$ cat src/rtl/mult4_serie.sv
// Sequential 4x4 unsigned shift-and-add multiplier. A single Sum4 ripple adder
// is reused once per clock; start/busy/done handshake via Start/Ocupado/Listo.

module Sum4 (
  input  logic [3:0] A,
  input  logic [3:0] B,
  output logic [3:0] Suma,
  output logic       Carry
);

  logic [4:0] c;

  assign c[0] = 1'b0;

  for (genvar i = 0; i < 4; i++) begin : g_fa
    assign Suma[i]  = A[i] ^ B[i] ^ c[i];
    assign c[i + 1] = (A[i] & B[i]) | (c[i] & (A[i] ^ B[i]));
  end

  assign Carry = c[4];

endmodule

module mult4_serie (
  input  logic       clk,
  input  logic       rst_n,
  input  logic       Start,
  input  logic [3:0] A,
  input  logic [3:0] B,
  output logic       Ocupado,
  output logic       Listo,
  output logic [7:0] Producto
);

  typedef enum logic [1:0] {
    IDLE = 2'd0,
    CALC = 2'd1,
    FIN  = 2'd2
  } estado_t;

  estado_t    estado_q, estado_d;
  logic [3:0] m_q, m_d;
  logic [3:0] ph_q, ph_d;
  logic [3:0] q_q, q_d;
  logic [1:0] cnt_q, cnt_d;
  logic [7:0] prod_q, prod_d;

  logic [3:0] add_b;
  logic [3:0] suma;
  logic       carry;
  logic [7:0] shift_w;

  // Multiplicand is added only when the current multiplier LSB is set.
  assign add_b = q_q[0] ? m_q : 4'b0000;

  Sum4 u_sum4 (
    .A     (ph_q),
    .B     (add_b),
    .Suma  (suma),
    .Carry (carry)
  );

  // {C,S,Q} >> 1: the adder carry lands in PH[3], so no bit is lost.
  assign shift_w = {carry, suma, q_q[3:1]};

  always_comb begin
    estado_d = estado_q;
    m_d      = m_q;
    ph_d     = ph_q;
    q_d      = q_q;
    cnt_d    = cnt_q;
    prod_d   = prod_q;
    case (estado_q)
      IDLE: begin
        if (Start) begin
          m_d      = A;
          q_d      = B;
          ph_d     = 4'b0000;
          cnt_d    = 2'd0;
          estado_d = CALC;
        end
      end
      CALC: begin
        {ph_d, q_d} = shift_w;
        cnt_d       = cnt_q + 2'd1;
        if (cnt_q == 2'd3) begin
          prod_d   = shift_w;
          estado_d = FIN;
        end
      end
      FIN: begin
        estado_d = IDLE;
      end
      default: begin
        estado_d = IDLE;
      end
    endcase
  end

  always_ff @(posedge clk) begin
    if (!rst_n) begin
      estado_q <= IDLE;
      m_q      <= 4'b0000;
      ph_q     <= 4'b0000;
      q_q      <= 4'b0000;
      cnt_q    <= 2'd0;
      prod_q   <= 8'h00;
    end else begin
      estado_q <= estado_d;
      m_q      <= m_d;
      ph_q     <= ph_d;
      q_q      <= q_d;
      cnt_q    <= cnt_d;
      prod_q   <= prod_d;
    end
  end

  // Handshake flags come straight from the registered state.
  assign Ocupado  = (estado_q == CALC);
  assign Listo    = (estado_q == FIN);
  assign Producto = prod_q;

endmodule
$ cat config.mk
export PLATFORM = sky130hd
export DESIGN_NAME = mult4_serie
export DESIGN_NICKNAME = d
export VERILOG_FILES = /design/src/rtl/mult4_serie.sv
export SDC_FILE = /design/constraint.sdc
export NUM_CORES = 1
export LEC_CHECK = 0
export ABC_AREA = 1
export BUFFER_PORTS_ARGS = -buffer_cell sky130_fd_sc_hd__buf_2
export CORE_AREA = 4 4 57 59
export CTS_CLUSTER_SIZE = 16
export DETAILED_ROUTE_END_ITERATION = 10
export DIE_AREA = 0 0 61 63
export GPL_ROUTABILITY_DRIVEN = 0
export PLACE_DENSITY = 0.67
export SYNTH_ARGS = -nofsm -noshare
export SYNTH_HDL_FRONTEND = slang
export SYNTH_SLANG_ARGS = --single-unit
$ cat constraint.sdc
create_clock -name clk -period 2.73 [get_ports clk]
set_input_delay 0.546 -clock clk [delete_from_list [all_inputs] [get_ports clk]]
set_output_delay 0.546 -clock clk [all_outputs]
set_load 0.03 [all_outputs]
==> results.sh, run 1 <==
export IMPL_status="completed"
export IMPL_worstSkewPairLatency_ns=0.32
export IMPL_tns_ns=0
export IMPL_core_sq_um=2710
export IMPL_cp_start_kind="register"
export IMPL_htree_num_levels=1
export IMPL_drc=0
export IMPL_clockRootBuffer="clkbuf_4"
export IMPL_fin_ws_ns=0.560
export IMPL_ioPinCount=21
export IMPL_max_freq_mhz=461
export IMPL_post_route_period_util_pct=79.5
export IMPL_critical_path_peak_fanout=5
export IMPL_pwr_density_cell_nw_per_um2=552
export IMPL_cp_cell_sequence="nand2_1 -> inv_1 -> ha_1 -> fa_1 -> fa_1 -> inv_1 -> fa_1 -> inv_1 -> nand2_1 -> a21oi_1"
export IMPL_hp_class="reg -> reg"
export IMPL_initial_core_util_pct=41.3
export IMPL_cts_buffers=3
export IMPL_syn2layout_area_growth_pct=14.0
export IMPL_multi_input_area_sq_um=542
export IMPL_ys_warnings_count=0
export IMPL_num_vias=889
export IMPL_leakage_nw=0.678
export IMPL_drv_slew=0
export IMPL_cts_resized=0
export IMPL_seqCellArea_sq_um=480
export IMPL_grt_pass1_vias=827
export IMPL_buffer_ports_inserted=20
export IMPL_max_stage_delay_ns=0.40
export IMPL_post_place_ws_ns=0.569
export IMPL_wl_met3_um=128
export IMPL_yosysSeqAreaShare_pct=42.9
export IMPL_die_x_um=61
export IMPL_fillerInstances=276
export IMPL_cap_violations=0
export IMPL_irDropWorstVdd_uv=460
export IMPL_end_kind="register"
export IMPL_hold_viol_final=0
export IMPL_globalRouteTotalUtil_pct=11.8
export IMPL_finClkSkew_ns=0.00665
export IMPL_met1_length_um=964
export IMPL_ys_types=20
export IMPL_synth_nets=161
export IMPL_ctsHoldBuffers=0
export IMPL_wl_per_cell_um=10.4
export IMPL_synth_cells=145
export IMPL_n_antenna_cell=0
export IMPL_critPathKind="reg -> reg"
export IMPL_die_area_sq_um=3840
export IMPL_arrival_ns=2.43
export IMPL_dp_hpwl_um=1550
export IMPL_drt_iter0_drc=21
export IMPL_tightest_slew_ns=0.437
export IMPL_placementRows=19
export IMPL_grt_max_degree=20
export IMPL_drt_pass1_iterations=6
export IMPL_crit_path_top_delay_cell="fa_1"
export IMPL_grt_setup_unrepaired="false"
export IMPL_route_met2_wl_um=951
export IMPL_cp_required_ns=2.99
export IMPL_slew_headroom_pct=70.7
export IMPL_synth_area_sq_um=1120
export IMPL_clock_path_buffers=2
export IMPL_finalSetupViolations=0
export IMPL_cts_tree="done"
export IMPL_grt_ovfl_total=0
export IMPL_antenna_found_initial=0
export IMPL_post_cts_setup_buffer_count=0
export IMPL_highest_layer="met3"
export IMPL_ant_nets=0
export IMPL_synth_seq_cells=24
export IMPL_dieHeight_um=63
export IMPL_cts_clk_slew_worst_paths_ns=0.13
export IMPL_via_per_inst=4.54
export IMPL_layout_min_cycle_time_ns=2.17
export IMPL_final_nets=182
export IMPL_wl_um=2040
export IMPL_syn_avg_cell_area_sq_um=7.72
export IMPL_layout_drive_gt1_share_pct=21.2
export IMPL_cts_sink_count=24
export IMPL_grt_pass1_wl_um=3570
## sequential cells by signal, indices dropped and copies added (netlist names)
name and count:
q_q 4, estado_q 2, cnt_q 2, m_q 4, ph_q 4, Producto 8
## power by group
part | internal, W | total [W] | switching, W
logic | 0.0000271 | 0.0000738 | 0.0000467
clock network | 0.000149 | 0.000253 | 0.000104
registers | 0.000365 | 0.000378 | 0.0000132
total | 0.000540 | 0.000704 | 0.000164
## final cells by class
cell class,count,share of cell area [%]
Inverter,16,4.90
Sequential cell,24,37.6
Multi-Input combinational cell,101,42.5
Tap cell,31,3.04
Clock buffer,3,1.76
Clock inverter,1,2.35
Timing Repair Buffer,20,7.84
## synth_stat cells
library cell / n / area, sq um
buf_8: 1 / 15.0
buf_6: 1 / 11.3
a21oi_1: 5 / 25.0
inv_1: 14 / 52.6
nor2_8: 2 / 40.0
clkbuf_1: 1 / 3.75
buf_2: 1 / 5.00
inv_4: 1 / 6.26
o21ai_4: 1 / 16.3
fa_1: 3 / 60.1
ha_1: 2 / 25.0
nand2_4: 1 / 11.3
nand3_1: 12 / 60.1
dfxtp_1: 24 / 480
o21a_1: 1 / 7.51
o21ai_0: 5 / 25.0
nand2_2: 5 / 31.3
nor2_1: 21 / 78.8
inv_2: 1 / 3.75
nand2_1: 43 / 161
## metal layers
metal | up-vias | track usage [%]
li1 | 488 | -
met4 | 0 | 1.63
met1 | 382 | 16.1
met5 | - | 0
met3 | 0 | 4.34
met2 | 19 | 18.2
## kinds of logic (layout without fill, tap and decap cells)
| kind of cell | Yosys count | count (layout) | synth area share, % |
|---|---|---|---|
| buf+inv | 20 | 40 | 8.71 |
| fa+ha+maj | 5 | 5 | 7.60 |
| compound gates | 12 | 12 | 6.59 |
| flops | 24 | 24 | 42.9 |
| simple gates | 84 | 84 | 34.2 |
## per-stage QoR
step | power, W | util [%] | cell area [sq um] | hold slack, ns | cells
3_5_place_dp | 0.000460 | 45.2 | 1220 | 0.459 | 192
2_1_floorplan | 0.000445 | - | 1120 | 0.439 | 145
5_1_grt | 0.000741 | 47.1 | 1280 | 0.483 | 196
6_report | 0.000704 | 47.1 | 1280 | 0.473 | 196
3_3_place_gp | 0.000458 | 45.2 | 1220 | 0.454 | 192
4_1_cts | 0.000717 | 47.1 | 1280 | 0.469 | 196
## placed cells by master, fill, tap and decap left out, types with 3 or more instances in the layout
| cell type | n |
|---|---|
| nand3_1 | 12 |
| nor2_1 | 21 |
| nand2_1 | 43 |
| fa_1 | 3 |
| nand2_2 | 5 |
| buf_2 | 20 |
| dfxtp_1 | 24 |
| o21ai_0 | 5 |
| a21oi_1 | 5 |
| clkbuf_4 | 3 |
| inv_1 | 14 |
## path summary, 6_finish.rpt
path	start	end	slack, ns	cells past startpoint
hold reg to reg	Producto[0]	Producto[0]	0.47	2
hold / removal	Producto[0]	Producto[0]	0.47	2
setup reg to reg	q_q[0]	ph_q[2]	0.56	10
setup / recovery	q_q[0]	ph_q[2]	0.56	10
## worst max-delay path: cells and delay by family, from the launching register on
kind | cells | cell delay [ns]
AO/OA/AOI/OAI | 1 | 0.13
adder cells (fa/ha/maj) | 4 | 1.33
buffers and inverters | 3 | 0.19
flip-flops | 1 | 0.36
AND/OR/NAND/NOR | 2 | 0.11
No activity file was read; power rests on OpenSTA's default activity.
==> inputs of run 2 (changes only) <==
==> constraint.sdc (replaced) <==
create_clock -name clk -period 2.22 [get_ports clk]
set_input_delay 0.444 -clock clk [delete_from_list [all_inputs] [get_ports clk]]
set_output_delay 0.444 -clock clk [all_outputs]
set_load 0.03 [all_outputs]
==> run 2 against run 1 <==
Via count rose by 0.79%. Hold slack got worse by 0.090 ns. Clock power rose by 25%. Cell count did not move. Register-to-register slack got worse by 0.43 ns. Clock skew rose by 0.0096 ns. Clock-buffer cell count did not move. Die area did not move. Utilization rose by 0.42 points.
==> results.sh, run 2 (synthesis results as in run 1) <==
export IMPL_cts_tree="done"
export IMPL_clock_path_buffers=2
export IMPL_critPathKind="reg -> reg"
export IMPL_grt_pass1_wl_um=3570
export IMPL_initial_core_util_pct=41.3
export IMPL_drt_iter0_drc=24
export IMPL_crit_path_top_delay_cell="fa_1"
export IMPL_htree_num_levels=1
export IMPL_post_route_period_util_pct=94.4
export IMPL_max_freq_mhz=477
export IMPL_critical_path_peak_fanout=5
export IMPL_cp_required_ns=2.49
export IMPL_clockRootBuffer="clkbuf_4"
export IMPL_hold_viol_final=0
export IMPL_wl_um=2020
export IMPL_arrival_ns=2.36
export IMPL_leakage_nw=0.669
export IMPL_drv_slew=0
export IMPL_antenna_found_initial=0
export IMPL_buffer_ports_inserted=20
export IMPL_worstSkewPairLatency_ns=0.32
export IMPL_final_nets=182
export IMPL_grt_ovfl_total=0
export IMPL_largest_reg_flops=8
export IMPL_cts_clk_slew_worst_paths_ns=0.14
export IMPL_max_stage_delay_ns=0.41
export IMPL_status="completed"
export IMPL_drt_pass1_iterations=4
export IMPL_via_per_inst=4.57
export IMPL_die_x_um=61
export IMPL_finalSetupViolations=0
export IMPL_hp_class="in -> reg"
export IMPL_cp_top_family="adder cells"
export IMPL_globalRouteTotalUtil_pct=12.0
export IMPL_fin_util_pct=47.5
export IMPL_final_common_cell="nand2_1"
export IMPL_core_sq_um=2710
export IMPL_tns_ns=0
export IMPL_cp_start_kind="register"
export IMPL_fillerInstances=284
export IMPL_cts_buffers=3
export IMPL_layout_drive_gt1_share_pct=24.8
export IMPL_dp_hpwl_um=1570
export IMPL_final_cell_mix="43 x nand2_1, 23 x dfxtp_1, 21 x nor2_1, 20 x buf_2"
export IMPL_seqCellArea_sq_um=484
export IMPL_crit_buf_inv=3
export IMPL_drc=0
export IMPL_dieHeight_um=63
export IMPL_placementRows=19
export IMPL_grt_max_degree=20
export IMPL_irDropWorstVdd_uv=540
export IMPL_ioPinCount=21
export IMPL_cts_sink_count=24
export IMPL_grt_pass1_vias=819
export IMPL_num_vias=896
export IMPL_cp_cell_sequence="nand2_1 -> inv_1 -> ha_2 -> fa_2 -> fa_2 -> inv_2 -> fa_1 -> inv_2 -> nand2_1 -> a21oi_1"
export IMPL_n_antenna_cell=0
export IMPL_grt_setup_unrepaired="false"
export IMPL_slew_headroom_pct=70.5
export IMPL_cap_violations=0
export IMPL_tightest_slew_ns=0.441
export IMPL_wl_per_cell_um=10.3
export IMPL_die_area_sq_um=3840
export IMPL_finClkSkew_ns=0.0162
export IMPL_pwr_density_cell_nw_per_um2=677
export IMPL_ant_nets=0
export IMPL_multi_input_area_sq_um=549
export IMPL_end_kind="register"
export IMPL_layout_min_cycle_time_ns=2.09
export IMPL_finalPower_w=0.000871
export IMPL_syn2layout_area_growth_pct=15.0
## run 2: cell count changes in the layout (fill, tap and decap cells not counted)
cell,change
dfxtp_1,-1
fa_2,+2
dfxtp_4,+1
inv_1,-2
inv_2,+2
ha_2,+1
fa_1,-2
ha_1,-1
## run 2: worst min-delay path, delay by kind of cell
kind | cells | cell delay [ns]
buffers and inverters | 1 | 0.07
and+or+nand+nor | 1 | 0.08
AOI/OAI and AO/OA | 1 | 0.07
## run 2: final timing paths
check	from	end	slack, ns	cells after the start
worst max register to register	q_q[0]	ph_q[2]	0.13	10
worst min-delay path	A[0]	m_q[0]	0.38	3
worst min register to register	Producto[0]	Producto[0]	0.47	2
worst max-delay path	q_q[0]	ph_q[2]	0.13	10
## run 2: area by class of cell
class,instances,share of cell area [%]
multi-input combinational,101,42.7
clock inverter,1,2.33
inverter,16,4.86
tap,31,3.01
clock buffer,3,1.75
timing repair buffer,20,7.77
sequential,24,37.6
## run 2: what timing repair did
action                     4_1_cts  5_1_grt
resized for setup                0        7
buffers inserted                 0        0
hold buffers                     0        0
setup endpoints to repair        0        2
## run 2: report_power, final
group	internal [W]	total [W]	switching [W]
clock	0.000183	0.000316	0.000133
sequential	0.000449	0.000465	0.0000163
combinational	0.0000337	0.0000904	0.0000567
## run 2: per-layer routing
metal	up-vias	wire, um	share of wire [%]	GRT usage (%)
met3	5	112	5.6	3.93
met2	23	887	44	17.1
li1	485	-	-	-
met5	-	0	0	0
met1	383	986	49	16.5
met4	0	28	1.4	4.61
## run 2: stage by stage
stage                     setup WS, ns  cells  area (sq um)  hold slack, ns
after floorplan                  0.145    145          1120           0.439
after global placement           0.107    192          1220           0.454
after detailed placement        0.0572    192          1220           0.459
after CTS                       0.0554    196          1280           0.380
after global routing           0.00861    196          1290           0.390
final                            0.125    196          1290           0.384
==> inputs of run 3 (changes only) <==
--- a/config.mk
+++ b/config.mk
@@ -7,12 +7,12 @@
 export LEC_CHECK = 0
 export ABC_AREA = 1
 export BUFFER_PORTS_ARGS = -buffer_cell sky130_fd_sc_hd__buf_2
-export CORE_AREA = 4 4 57 59
+export CORE_AREA = 4 4 49 68
 export CTS_CLUSTER_SIZE = 16
 export DETAILED_ROUTE_END_ITERATION = 10
-export DIE_AREA = 0 0 61 63
+export DIE_AREA = 0 0 53 72
 export GPL_ROUTABILITY_DRIVEN = 0
-export PLACE_DENSITY = 0.67
+export PLACE_DENSITY_LB_ADDON = 0.25
 export SYNTH_ARGS = -nofsm -noshare
 export SYNTH_HDL_FRONTEND = slang
 export SYNTH_SLANG_ARGS = --single-unit
==> run 3 against run 2 <==
Via count increased by 1.1%. Non-clock buffer count did not move. Flip-flop and latch count did not move. Combinational power is essentially flat. Largest power group unchanged. Highest routed layer unchanged.
==> results.sh, run 3 (synthesis results as in run 1) <==
export IMPL_status="completed"
export IMPL_clock_path_buffers=2
export IMPL_arrival_ns=2.28
export IMPL_worstSkewPairLatency_ns=0.26
export IMPL_largest_reg_flops=8
export IMPL_slew_headroom_pct=70.8
export IMPL_post_route_period_util_pct=94.2
export IMPL_drc=0
export IMPL_seqPwrFrac_pct=57.7
export IMPL_finClkSkew_ns=0.00185
export IMPL_syn2layout_area_growth_pct=14.2
export IMPL_drt_iter0_drc=11
export IMPL_placementRows=23
export IMPL_grt_ovfl_total=0
export IMPL_via_per_inst=4.51
export IMPL_ioPinCount=21
export IMPL_initial_core_util_pct=40.1
export IMPL_cp_start_kind="register"
export IMPL_grt_setup_unrepaired="false"
export IMPL_final_nets=182
export IMPL_cts_buffers=3
export IMPL_p_comb_share_pct=11.2
export IMPL_critical_path_peak_fanout=5
export IMPL_grt_max_degree=20
export IMPL_final_cell_mix="43 x nand2_1, 23 x dfxtp_1, 21 x nor2_1, 20 x buf_2, 14 x inv_1"
export IMPL_htree_num_levels=1
export IMPL_fillerInstances=300
export IMPL_buffer_ports_inserted=20
export IMPL_cts_clk_slew_worst_paths_ns=0.08
export IMPL_p_sw_share_pct=25.1
export IMPL_dieHeight_um=72
export IMPL_hp_class="in -> reg"
export IMPL_drt_pass1_iterations=4
export IMPL_clock_power_share_pct=31.1
export IMPL_finalSetupViolations=0
export IMPL_cap_violations=0
export IMPL_globalRouteTotalUtil_pct=11.8
export IMPL_die_x_um=53
export IMPL_ctsHoldBuffers=0
export IMPL_hold_viol_final=0
export IMPL_drv_slew=0
export IMPL_post_cts_setup_buffer_count=0
export IMPL_num_vias=906
export IMPL_tightest_slew_ns=0.436
export IMPL_critPathKind="reg -> reg"
export IMPL_pwr_density_cell_nw_per_um2=630
export IMPL_tns_ns=0
export IMPL_wl_um=2080
export IMPL_post_place_ws_ns=0.0643
export IMPL_dp_hpwl_um=1600
export IMPL_cp_required_ns=2.41
export IMPL_final_common_cell="nand2_1"
export IMPL_n_antenna_cell=0
export IMPL_grt_pass1_vias=849
export IMPL_leakage_nw=0.667
export IMPL_irDropWorstVdd_uv=385
export IMPL_core_sq_um=2790
export IMPL_p_switching_w=0.000202
export IMPL_clockRootBuffer="clkbuf_8"
export IMPL_ant_nets=0
export IMPL_cts_sink_count=24
export IMPL_cts_tree="done"
export IMPL_fin_ws_ns=0.129
export IMPL_antenna_found_initial=0
export IMPL_grt_pass1_wl_um=3490
export IMPL_layout_drive_gt1_share_pct=22.6
export IMPL_p_int_w=0.000603
export IMPL_die_area_sq_um=3820
export IMPL_end_kind="register"
export IMPL_wl_per_cell_um=10.4
export IMPL_max_freq_mhz=478
export IMPL_layout_min_cycle_time_ns=2.09
## run 3: per-layer routing
metal  global-route usage, %  vias to the layer above  wire, um
met2                    21.1                       10      1090
met5                       0                        -         0
met3                    1.44                        2        61
met4                    5.11                        0        23
met1                    13.6                      413       904
li1                        -                      481         -
## run 3: what timing repair did
action                                  in CTS  in global routing
gates resized for setup                      0                  3
hold endpoints to repair                     0                  0
endpoints found under the setup margin       0                  1
## run 3: cell type report
| type | count | area [sq um] | share of cell area (%) |
|---|---|---|---|
| flip-flops and latches | 24 | 482 | 37.7 |
| clock buffers | 3 | 41.3 | 3.23 |
| repair buffers | 20 | 100 | 7.83 |
| multi-input cells | 101 | 547 | 42.8 |
| inverters | 16 | 62.6 | 4.89 |
| well taps | 37 | 46.3 | 3.62 |
## run 3: critical path: stages, from the launching register on
cell and delay (ns):
dfxtp_2 0.34, nand2_1 0.05, inv_1 0.04, ha_1 0.18, fa_2 0.34, fa_2 0.32, inv_1 0.07, fa_1 0.40
inv_1 0.08, nand2_1 0.06, a21oi_1 0.14
## run 3: power groups by stage
stage | clock (W) | combinational, W | sequential (W)
final | 0.000250 | 0.0000901 | 0.000465
after floorplan | 0 | 0.0000795 | 0.000467
after global placement | 0 | 0.0000889 | 0.000473
after global routing | 0.000277 | 0.000103 | 0.000467
after CTS | 0.000263 | 0.0000918 | 0.000465
after detailed placement | 0 | 0.0000914 | 0.000475
## run 3: worst paths after layout
kind / slack [ns] / endpoint / cells past startpoint / start
worst max-delay path: 0.13 / ph_q[2] / 10 / q_q[0]
worst min-delay path: 0.44 / m_q[1] / 3 / A[1]
worst max register to register: 0.13 / ph_q[2] / 10 / q_q[0]
worst min register to register: 0.47 / Producto[3] / 2 / Producto[3]
## run 3: through the flow
stage               instances  total power (W)  utilization, %  hold WS, ns  cell area (sq um)
finish                    201         0.000805            45.8        0.440               1280
CTS                       201         0.000819            45.6        0.441               1270
global route              201         0.000847            45.8        0.469               1280
global placement          198         0.000562            44.1        0.456               1230
detailed placement        198         0.000566            44.1        0.459               1230
floorplan                 145         0.000547               -        0.439               1120
